===== src/rtl/f1_pipe_sweep_if.sv =====
// Handshake/data bundle for f1_pipe_sweep: upstream a/b/c word, downstream x/y result, status.
// Ports: in_mode/in_valid/in_a/in_b/in_c/in_ready driven by the master, the rest by the block.
// The slave modport is the block side; the master modport is the upstream/downstream environment.
interface f1_pipe_sweep_if #(
  parameter int WIDTH = 8,
  parameter int CNT_W = 16
);
  logic             in_mode;
  logic             in_valid;
  logic             out_ready;
  logic [WIDTH-1:0] in_a;
  logic [WIDTH-1:0] in_b;
  logic [WIDTH-1:0] in_c;
  logic             out_valid;
  logic             in_ready;
  logic [WIDTH-1:0] out_x;
  logic [WIDTH-1:0] out_y;
  logic [CNT_W-1:0] out_cnt_y;
  logic             out_sweep_done;

  modport master (
    output in_mode, in_valid, in_a, in_b, in_c, in_ready,
    input  out_ready, out_valid, out_x, out_y, out_cnt_y, out_sweep_done
  );

  modport slave (
    input  in_mode, in_valid, in_a, in_b, in_c, in_ready,
    output out_ready, out_valid, out_x, out_y, out_cnt_y, out_sweep_done
  );
endinterface


===== src/rtl/f1_pipe_sweep.sv =====
// Lane-wise X = a^b, Y = (X&c)|b in a 2-stage valid/ready pipeline, with an 8-step (a,b,c) sweep mode.
// Latency: word presented in cycle N is visible on out_valid/out_x/out_y after edge N+2; 1 word/cycle.
// Backpressure: holds up to 2 words; out_ready drops combinationally from in_ready when both stages are full.
// Ports: in_clk, in_rst (sync, active-high), bus (slave modport: stream in, result out, Y-ones count, sweep done).
module f1_pipe_sweep #(
  parameter int WIDTH = 8,
  parameter int CNT_W = 16
) (
  input logic              in_clk,
  input logic              in_rst,
  f1_pipe_sweep_if.slave   bus
);
  localparam int PC_W  = $clog2(WIDTH + 1);
  localparam int SUM_W = ((CNT_W > PC_W) ? CNT_W : PC_W) + 1;
  localparam logic [SUM_W-1:0] CNT_MAX = (SUM_W'(1) << CNT_W) - SUM_W'(1);

  typedef enum logic [1:0] {ST_STREAM, ST_SWEEP, ST_DRAIN, ST_DONE} state_t;

  state_t           state;
  state_t           state_nxt;
  logic             sweep_start;

  logic             s1_valid;
  logic [WIDTH-1:0] s1_a;
  logic [WIDTH-1:0] s1_b;
  logic [WIDTH-1:0] s1_c;
  logic             s2_valid;
  logic [WIDTH-1:0] s2_x;
  logic [WIDTH-1:0] s2_y;
  logic [2:0]       idx;
  logic [CNT_W-1:0] cnt;

  logic             out_xfer;
  logic             s2_load;
  logic             s1_free;
  logic             stream_rdy;
  logic             inject;
  logic             s1_load;
  logic [WIDTH-1:0] x_nxt;
  logic [WIDTH-1:0] y_nxt;
  logic [PC_W-1:0]  pc;
  logic [SUM_W-1:0] cnt_sum;
  logic [CNT_W-1:0] cnt_sat;

  // Handshake: s1 may take a word whenever it is empty or moving into s2 this cycle.
  assign out_xfer   = s2_valid & bus.in_ready;
  assign s2_load    = s1_valid & (!s2_valid | bus.in_ready);
  assign s1_free    = !s1_valid | s2_load;
  assign stream_rdy = s1_free & (state == ST_STREAM) & !bus.in_mode & !in_rst;
  assign inject     = s1_free & (state == ST_SWEEP);
  assign s1_load    = (bus.in_valid & stream_rdy) | inject;

  assign x_nxt = s1_a ^ s1_b;
  assign y_nxt = (x_nxt & s1_c) | s1_b;

  always_comb begin
    pc = '0;
    for (int i = 0; i < WIDTH; i++) begin
      pc = pc + PC_W'(s2_y[i]);
    end
  end

  // Add in a wider domain so the saturation compare never sees a wrapped value.
  assign cnt_sum = SUM_W'(cnt) + SUM_W'(pc);
  assign cnt_sat = (cnt_sum > CNT_MAX) ? CNT_MAX[CNT_W-1:0] : cnt_sum[CNT_W-1:0];

  always_comb begin
    state_nxt   = state;
    sweep_start = 1'b0;
    case (state)
      ST_STREAM: begin
        // Sweep starts only once every stream word has left the pipeline.
        if (bus.in_mode && !s1_valid && !s2_valid) begin
          state_nxt   = ST_SWEEP;
          sweep_start = 1'b1;
        end
      end
      ST_SWEEP: begin
        if (inject && idx == 3'd7) state_nxt = ST_DRAIN;
      end
      ST_DRAIN: begin
        // With s1 empty, the word leaving s2 is the last sweep result.
        if (out_xfer && !s1_valid) state_nxt = ST_DONE;
      end
      ST_DONE: begin
        if (!bus.in_mode) state_nxt = ST_STREAM;
      end
      default: state_nxt = ST_STREAM;
    endcase
  end

  always_ff @(posedge in_clk) begin
    if (in_rst) begin
      state    <= ST_STREAM;
      s1_valid <= 1'b0;
      s2_valid <= 1'b0;
      s2_x     <= '0;
      s2_y     <= '0;
      idx      <= '0;
      cnt      <= '0;
    end else begin
      state <= state_nxt;

      if (s1_load)      s1_valid <= 1'b1;
      else if (s2_load) s1_valid <= 1'b0;

      if (s2_load) begin
        s2_valid <= 1'b1;
        s2_x     <= x_nxt;
        s2_y     <= y_nxt;
      end else if (out_xfer) begin
        s2_valid <= 1'b0;
      end

      if (sweep_start) idx <= '0;
      else if (inject) idx <= idx + 3'd1;

      if (sweep_start)   cnt <= '0;
      else if (out_xfer) cnt <= cnt_sat;
    end
  end

  // Operand registers carry no reset: they are only observed behind s1_valid.
  always_ff @(posedge in_clk) begin
    if (s1_load) begin
      s1_a <= inject ? {WIDTH{idx[2]}} : bus.in_a;
      s1_b <= inject ? {WIDTH{idx[1]}} : bus.in_b;
      s1_c <= inject ? {WIDTH{idx[0]}} : bus.in_c;
    end
  end

  assign bus.out_ready      = stream_rdy;
  assign bus.out_valid      = s2_valid;
  assign bus.out_x          = s2_x;
  assign bus.out_y          = s2_y;
  assign bus.out_cnt_y      = cnt;
  assign bus.out_sweep_done = (state == ST_DONE);
endmodule

===== src/flat_wrapper.sv =====
// flat-port wrapper written by rule: the top's interface ports become plain ports
module f1_pipe_sweep_flat 
#(
  parameter int WIDTH = 8,
  parameter int CNT_W = 16
)
  (in_clk, in_rst, bus_in_mode, bus_in_valid, bus_in_a, bus_in_b, bus_in_c, bus_in_ready, bus_out_ready, bus_out_valid, bus_out_x, bus_out_y, bus_out_cnt_y, bus_out_sweep_done);
  f1_pipe_sweep_if #(.WIDTH(WIDTH), .CNT_W(CNT_W)) bus_i ();
  input logic in_clk;
  input logic in_rst;
  input wire logic [$bits(bus_i.in_mode)-1:0] bus_in_mode;
  input wire logic [$bits(bus_i.in_valid)-1:0] bus_in_valid;
  input wire logic [$bits(bus_i.in_a)-1:0] bus_in_a;
  input wire logic [$bits(bus_i.in_b)-1:0] bus_in_b;
  input wire logic [$bits(bus_i.in_c)-1:0] bus_in_c;
  input wire logic [$bits(bus_i.in_ready)-1:0] bus_in_ready;
  output wire logic [$bits(bus_i.out_ready)-1:0] bus_out_ready;
  output wire logic [$bits(bus_i.out_valid)-1:0] bus_out_valid;
  output wire logic [$bits(bus_i.out_x)-1:0] bus_out_x;
  output wire logic [$bits(bus_i.out_y)-1:0] bus_out_y;
  output wire logic [$bits(bus_i.out_cnt_y)-1:0] bus_out_cnt_y;
  output wire logic [$bits(bus_i.out_sweep_done)-1:0] bus_out_sweep_done;
  assign bus_i.in_mode = bus_in_mode;
  assign bus_i.in_valid = bus_in_valid;
  assign bus_i.in_a = bus_in_a;
  assign bus_i.in_b = bus_in_b;
  assign bus_i.in_c = bus_in_c;
  assign bus_i.in_ready = bus_in_ready;
  assign bus_out_ready = bus_i.out_ready;
  assign bus_out_valid = bus_i.out_valid;
  assign bus_out_x = bus_i.out_x;
  assign bus_out_y = bus_i.out_y;
  assign bus_out_cnt_y = bus_i.out_cnt_y;
  assign bus_out_sweep_done = bus_i.out_sweep_done;
  f1_pipe_sweep #(.WIDTH(WIDTH), .CNT_W(CNT_W)) u_core (.in_clk(in_clk), .in_rst(in_rst), .bus(bus_i));
endmodule

===== config.mk =====
export PLATFORM = sky130hd
export DESIGN_NAME = f1_pipe_sweep_flat
export DESIGN_NICKNAME = d
export VERILOG_FILES = /design/src/rtl/f1_pipe_sweep_if.sv /design/src/rtl/f1_pipe_sweep.sv /design/src/flat_wrapper.sv
export SDC_FILE = /design/constraint.sdc
export NUM_CORES = 1
export LEC_CHECK = 0
export BUFFER_PORTS_ARGS = -buffer_cell sky130_fd_sc_hd__buf_2
export CAP_MARGIN = 20
export CELL_PAD_IN_SITES_DETAIL_PLACEMENT = 1
export CELL_PAD_IN_SITES_GLOBAL_PLACEMENT = 2
export CORE_ASPECT_RATIO = 1.4
export CORE_MARGIN = 4
export CORE_UTILIZATION = 31
export CTS_CLUSTER_DIAMETER = 50
export DETAILED_ROUTE_END_ITERATION = 6
export GPL_TIMING_DRIVEN = 0
export PLACE_DENSITY = 0.8
export SETUP_SLACK_MARGIN = 0.4
export SLEW_MARGIN = 25
export SYNTH_ARGS = -nofsm -noshare
export SYNTH_HDL_FRONTEND = slang
export SYNTH_SLANG_ARGS = --single-unit

===== constraint.sdc =====
create_clock -name in_clk -period 3.7 [get_ports in_clk]
set_clock_uncertainty 0.1 [all_clocks]
set_input_delay 0.37 -clock in_clk [delete_from_list [all_inputs] [get_ports in_clk]]
set_output_delay 0.37 -clock in_clk [all_outputs]
set_load 0.01 [all_outputs]

==> Yosys cells after proc, flatten, opt, wreduce, memory -nomap -nowiden <==
Index checks and enable logic that the tools add are counted.
{ "word_totals": {"regBits": 63, "inputBits": 29, "out_inout_bits": 35} }
{ "op_classes": {"n_addsub": 9, "order_cmp": 1, "n_eq_ne": 8, "mux": 15, "n_bitwise": 13, "reduce_logical": 13} }
{ "op_table": {"columns": ["operator", "count"], "rows": [
  ["$add A4 B1 Y4", 6],
  ["$mux W8", 3],
  ["$add A16 B4 Y17", 1],
  ["$gt A17 B16 Y1 const B", 1],
  ["$mux W16", 1],
  ["$and A8 B8 Y8", 1],
  ["$mux W2", 4],
  ["$or A8 B8 Y8", 1],
  ["$pmux W2 S4", 1],
  ["$xor A8 B8 Y8", 1],
  ["$and A1 B1 Y1", 7],
  ["$mux W1", 6],
  ["$ne A2 B2 Y1 const B", 3],
  ["$eq A2 B2 Y1 const B", 2],
  ["$logic_and A1 B1 Y1", 4],
  ["$logic_not A1 Y1", 4],
  ["$reduce_and A4 Y1", 1],
  ["$reduce_bool A2 Y1", 2],
  ["$add A3 B1 Y3 const B", 1],
  ["$eq A3 B3 Y1 const B", 1],
  ["$or A1 B1 Y1", 3],
  ["$add A1 B1 Y2", 1],
  ["$eq A2 B1 Y1 const B", 1],
  ["$logic_not A2 Y1", 1],
  ["2 further kinds", 2]
]} }

==> Depth between registers and ports, before layout <==
{ "depth": {"ltp_word": 10, "ltp_mapped": 14} }

==> Least setup slack after synthesis <==
No wires, ideal clock.
{ "synth_timing": {"kind": "register to register", "from": "register u_core.s2_y[0] (netlist: u_core.bus.out_y[0])", "to": "register u_core.cnt[14] (netlist: u_core.bus.out_cnt_y[14])", "setup_ns": 0.116, "arrival_time_ns": 3.850, "required_time_ns": 3.484, "slack_ns": -0.367, "stages_incl_launch_ff": 12, "path_buffers": 0, "period_less_slack_ns": 4.067, "path_cell_list": "dfxtp_1 -> ha_1 -> inv_1 -> fa_1 -> fa_1 -> fa_1 -> fa_1 -> fa_1 -> nand2b_1 -> a21o_1 -> or4_1 -> o211a_1"} }
{ "synth_between": {"elab_chain_len": 10} }
{ "synth_rtl": {"columns": ["element", "line", "source"], "rows": [
  ["start, declared", "f1_pipe_sweep.sv:29", "logic [WIDTH-1:0] s2_y;"],
  ["start signal, assigned", "f1_pipe_sweep.sv:110", "s2_y <= y_nxt;"],
  ["$add A1 B1 Y2 (*)", "f1_pipe_sweep.sv:59", "pc = pc + PC_W'(s2_y[i]);"],
  ["$add A4 B1 Y4 (*) (6 in a row)", "f1_pipe_sweep.sv:59", null],
  ["$add A16 B4 Y17 (*)", "f1_pipe_sweep.sv:64", "assign cnt_sum = SUM_W'(cnt) + SUM_W'(pc);"],
  ["$gt A17 B16 Y1", "f1_pipe_sweep.sv:65", "assign cnt_sat = (cnt_sum > CNT_MAX) ? CNT_MAX[CNT_W-1:0] : cnt_sum[CNT_W-1:0];"],
  ["$mux W16 (*)", "f1_pipe_sweep.sv:65", null],
  ["end signal, assigned", "f1_pipe_sweep.sv:119", "else if (out_xfer) cnt <= cnt_sat;"],
  ["end, declared", "f1_pipe_sweep.sv:31", "logic [CNT_W-1:0] cnt;"]
]} }
Mark *: on every way between the ends. The rest lies on a longest branch, timed or not.
A chain may end at the register's enable or synchronous reset.

==> Worst setup path after layout <==
{ "layout_timing": {"from": "register u_core.s2_y[1] (netlist: u_core.bus.out_y[1])", "to": "register u_core.cnt[14] (netlist: u_core.bus.out_cnt_y[14])"} }
The elaborated chain is that of the path after synthesis.

==> key figures <==
Route
  – First DRT Iteration DRCs: 54
  – Vias per cell: ~5
  – Vias: between 2000 and 3000
  – Total Wirelength: 8630 µm
  – Pre-Repair DR Iteration Count: 4
  – Post-route ant nets: 0
  – Residual DRC: 0
  – Wire per inst: 16.0 µm

Placement
  – Cell Area, Placed: 0.00364 mm²
  – Port Buffers: 62
  – DP HPWL: 6420 µm
  – Final Wtd Congestion: 0.774
  – # placed instances: 510
  – Pre-CTS setup slack: -552 ps

Clocking
  – CTS tree: built
  – CTS max path bufs: 2
  – Clock transition at the registers of the reported paths: 60 ps
  – Cts bufs inserted: 9
  – Worst skew pair latency: 340 ps
  – H-tree depth: 3
  – TritonCTS Sinks: 63
  – Cts hold-fix bufs: 0
  – Clk root buf: clkbuf_16

Cells and area
  – Area growth syn-to-layout: 32.8%
  – Non-filler cells, final: about 540
  – Layout cell share with drive strength beyond 1: approximately 30%
  – Post-route cell area: 0.00417 mm²
  – FILL cells: 1167
  – Final core utilization: 42.1%
  – Fin nets: ~450
  – ANT cells: 0

Synthesis
  – Top-area cell type share of the netlist area: between 20% and 30%
  – Post-synth EDFFs: 24
  – Synth top area cells: dfxtp_1, edfxtp_1, a21o_1
  – Unique masters post-synth: 45
  – Yosys warns: 0
  – Cell with the most instances after synthesis: dfxtp_1
  – Seq/Total Area, Yosys: a little under half
  – Mapped Avg Cell Area: 10.0 µm²
  – Number of synthesized register bits: 63
  – Async SR Flop Fraction: 0%
  – Top post-synthesis cells by count: dfxtp_1, a21o_1, nor2_1
  – Post-Syn Area: 0.00314 mm²
  – Syn Nets: 360
  – Most used DFF post-synth: dfxtp_1
  – Post-synth top area cell: dfxtp_1
  – Gate count after technology mapping: 313

STA
  – Final period util: 106%
  – Pins Over Slew Limit: 0
  – Setup Viol. Count Final: 16
  – Worst-margin pin slew: slightly below 1000 ps
  – Fmax: 0.255 GHz
  – Tmin final: around 3900 ps
  – Worst slew margin: 34.8%
  – Endpoints failing hold: 0
  – Setup WS post-layout: -217 ps
  – RSZ-0062 raised after global routing: true
  – Setup TNS: -1690 ps

Setup path
  – WP depth: 11
  – R2r endpoint: u_core.bus.out_cnt_y[14]
  – Critical Path RT: roughly 3800 ps
  – Most common cell on crit path: fa_2
  – Worst setup SP type: register
  – Crit path cell chain: ha_4 -> inv_2 -> fa_1 -> fa_1 -> fa_2 -> fa_2 -> fa_2 -> nand2b_4 -> a21o_4 -> or4_1 -> o211a_1
  – Path depth of the worst reg2reg path: 11
  – Slowest CP cell: fa_1
  – Setup CP Type: reg2reg
  – Critical path buffers and inverters: 1
  – Family with the most delay on the worst path: adder cells
  – Crit path DAT: 4050 ps
  – CP endpoint kind: register
  – CP max stage delay: roughly 490 ps
  – CP Max Fanout: 6
  – Worst R2R Start: u_core.bus.out_y[1]
  – Reg2reg setup slack: -220 ps

Pwr
  – Clock power share: 30.6%
  – Cell area power density: 666 mW/mm²
  – Reg power frac: 38.1%
  – Internal power: 1840 µW
  – P_sw: 930 µW
  – Worst vdd ir: 0.347 mV
  – Static leakage: between 0.0015 and 0.002 µW
  – Comb pwr share: 31.3%
  – Sw Share: 33.6%

Global route
  – Initial antenna violation count: 0
  – GRT Residual Overflow: 0
  – Pin count of the biggest net entering global routing: 25
  – Vias in the first global route: 2988
  – GRT Overall Usage: 15.4%
  – First-pass GRT wire length: 14200 µm

Floorplan
  – Die area: about 0.012 mm²
  – Rows: 43
  – Die Wd: 93.0 µm
  – Top-level I/O count: between 60 and 70
  – Core area: a little under 0.01 mm²
  – Die Y: 127 µm
  – Initial Util: 31.7%

Min path
  – Hold WC Path Type: in2reg
  – Hold wc startpoint: bus_in_b[4]
  – Hold path depth: 2
  – End of the worst hold path: u_core.s1_b[4]

Status
  – Failing checks: setup timing
  – Status: finished with violations

Flow run
  – Max cap viols: 0
power by group through the flow:
stage	clock, µW	sequential (µW)	combinational, µW
2_1_floorplan	0	1060	570
3_3_place_gp	0	1060	792
3_5_place_dp	0	1070	817
4_1_cts	866	1060	866
5_1_grt	898	1080	981
6_report	849	1060	867
cell type report:
cell class / count / area, µm² / share of cell area, %
buffer: 16 / 82.6 / 1.98
tap: 135 / 169 / 4.06
clock buffer: 9 / 225 / 5.41
inverter: 23 / 86.3 / 2.07
timing repair buffer: 75 / 408 / 9.79
clock inverter: 7 / 73.8 / 1.77
multi-input combinational: 211 / 1620 / 38.8
sequential: 63 / 1500 / 36.1
sequential cells by signal, indices dropped and copies added (netlist names):
name,flops
u_core.bus.out_cnt_y,16
u_core.bus.out_valid,1
u_core.bus.out_x,8
u_core.bus.out_y,8
u_core.idx,3
u_core.s1_a,8
u_core.s1_b,8
u_core.s1_c,8
u_core.s1_valid,1
u_core.state,2
per-stage QoR:
step	power, µW	hold slack, ps
4_1_cts	2790	193
2_1_floorplan	1630	349
3_5_place_dp	1890	385
5_1_grt	2960	202
6_report	2770	202
3_3_place_gp	1850	358
kinds of logic (layout without fill, tap and decap cells):
logic type	Yosys count	in the layout	synth area share, %
muxes	1	1	0.319
AOI/OAI and AO/OA	100	100	21.7
DFF	63	63	47.9
buffers and inverters	39	130	5.03
adders and majority gates	18	18	8.38
and+or+nand+nor	80	80	13.4
xor gates and xnor gates	12	12	3.35
worst register-to-register path, cell delays in order, from the launching register on:
cell      delay (ps)
dfxtp_2          330
ha_4             260
inv_2             30
fa_1             490
fa_1             430
fa_2             370
fa_2             450
fa_2             390
nand2b_4         180
a21o_4           250
or4_1            400
o211a_1          140
per-layer routing:
metal / track usage, % / up-vias / part of all wire [%] / wire length (µm)
li1: - / 1312 / - / -
met1: 16.5 / 1319 / 40 / 3430
met2: 28.2 / 51 / 54 / 4700
met3: 3.12 / 14 / 3.4 / 294
met4: 8.28 / 0 / 2.4 / 205
met5: 0 / - / 0 / 0
repair_timing:
item	in CTS	in global routing
endpoints found under the setup margin	16	16
resized for setup	13	16
hold endpoints to repair	0	0
pin swaps	15	9
buffers inserted	7	6
cell usage in the layout (no fill, tap or decap), types with 3 or more instances in the layout:
master and count:
buf_2 62, dfxtp_1 37, a21o_1 25, nor2_1 25
edfxtp_1 24, inv_1 22, a21oi_1 21, a211oi_1 19
buf_4 14, clkbuf_1 13, nand2_1 11, xnor2_1 11
ha_1 10, clkbuf_16 9, a31oi_1 8, nand3_1 7
o31ai_1 5, or4_1 4, nor2b_1 3, and3_1 3
nand4_1 3, a21oi_2 3, nor4_1 3, o21ai_1 3
fa_2 3, clkinv_4 3
how the worst max path moves through the flow:
| stage | slack, ps | start | to |
|---|---|---|---|
| 6_report | -220 | u_core.bus.out_y[1] | u_core.bus.out_cnt_y[14] |
| 5_1_grt | -340 | u_core.bus.out_y[1] | u_core.bus.out_cnt_y[9] |
| 4_1_cts | -240 | u_core.bus.out_y[1] | u_core.bus.out_cnt_y[10] |
| 3_5_place_dp | -550 | u_core.bus.out_y[0] | u_core.bus.out_cnt_y[9] |
| 3_3_place_gp | -490 | u_core.bus.out_y[0] | u_core.bus.out_cnt_y[10] |
| 2_1_floorplan | -220 | u_core.bus.out_y[0] | u_core.bus.out_cnt_y[14] |
(Power assumes the default switching activity.)
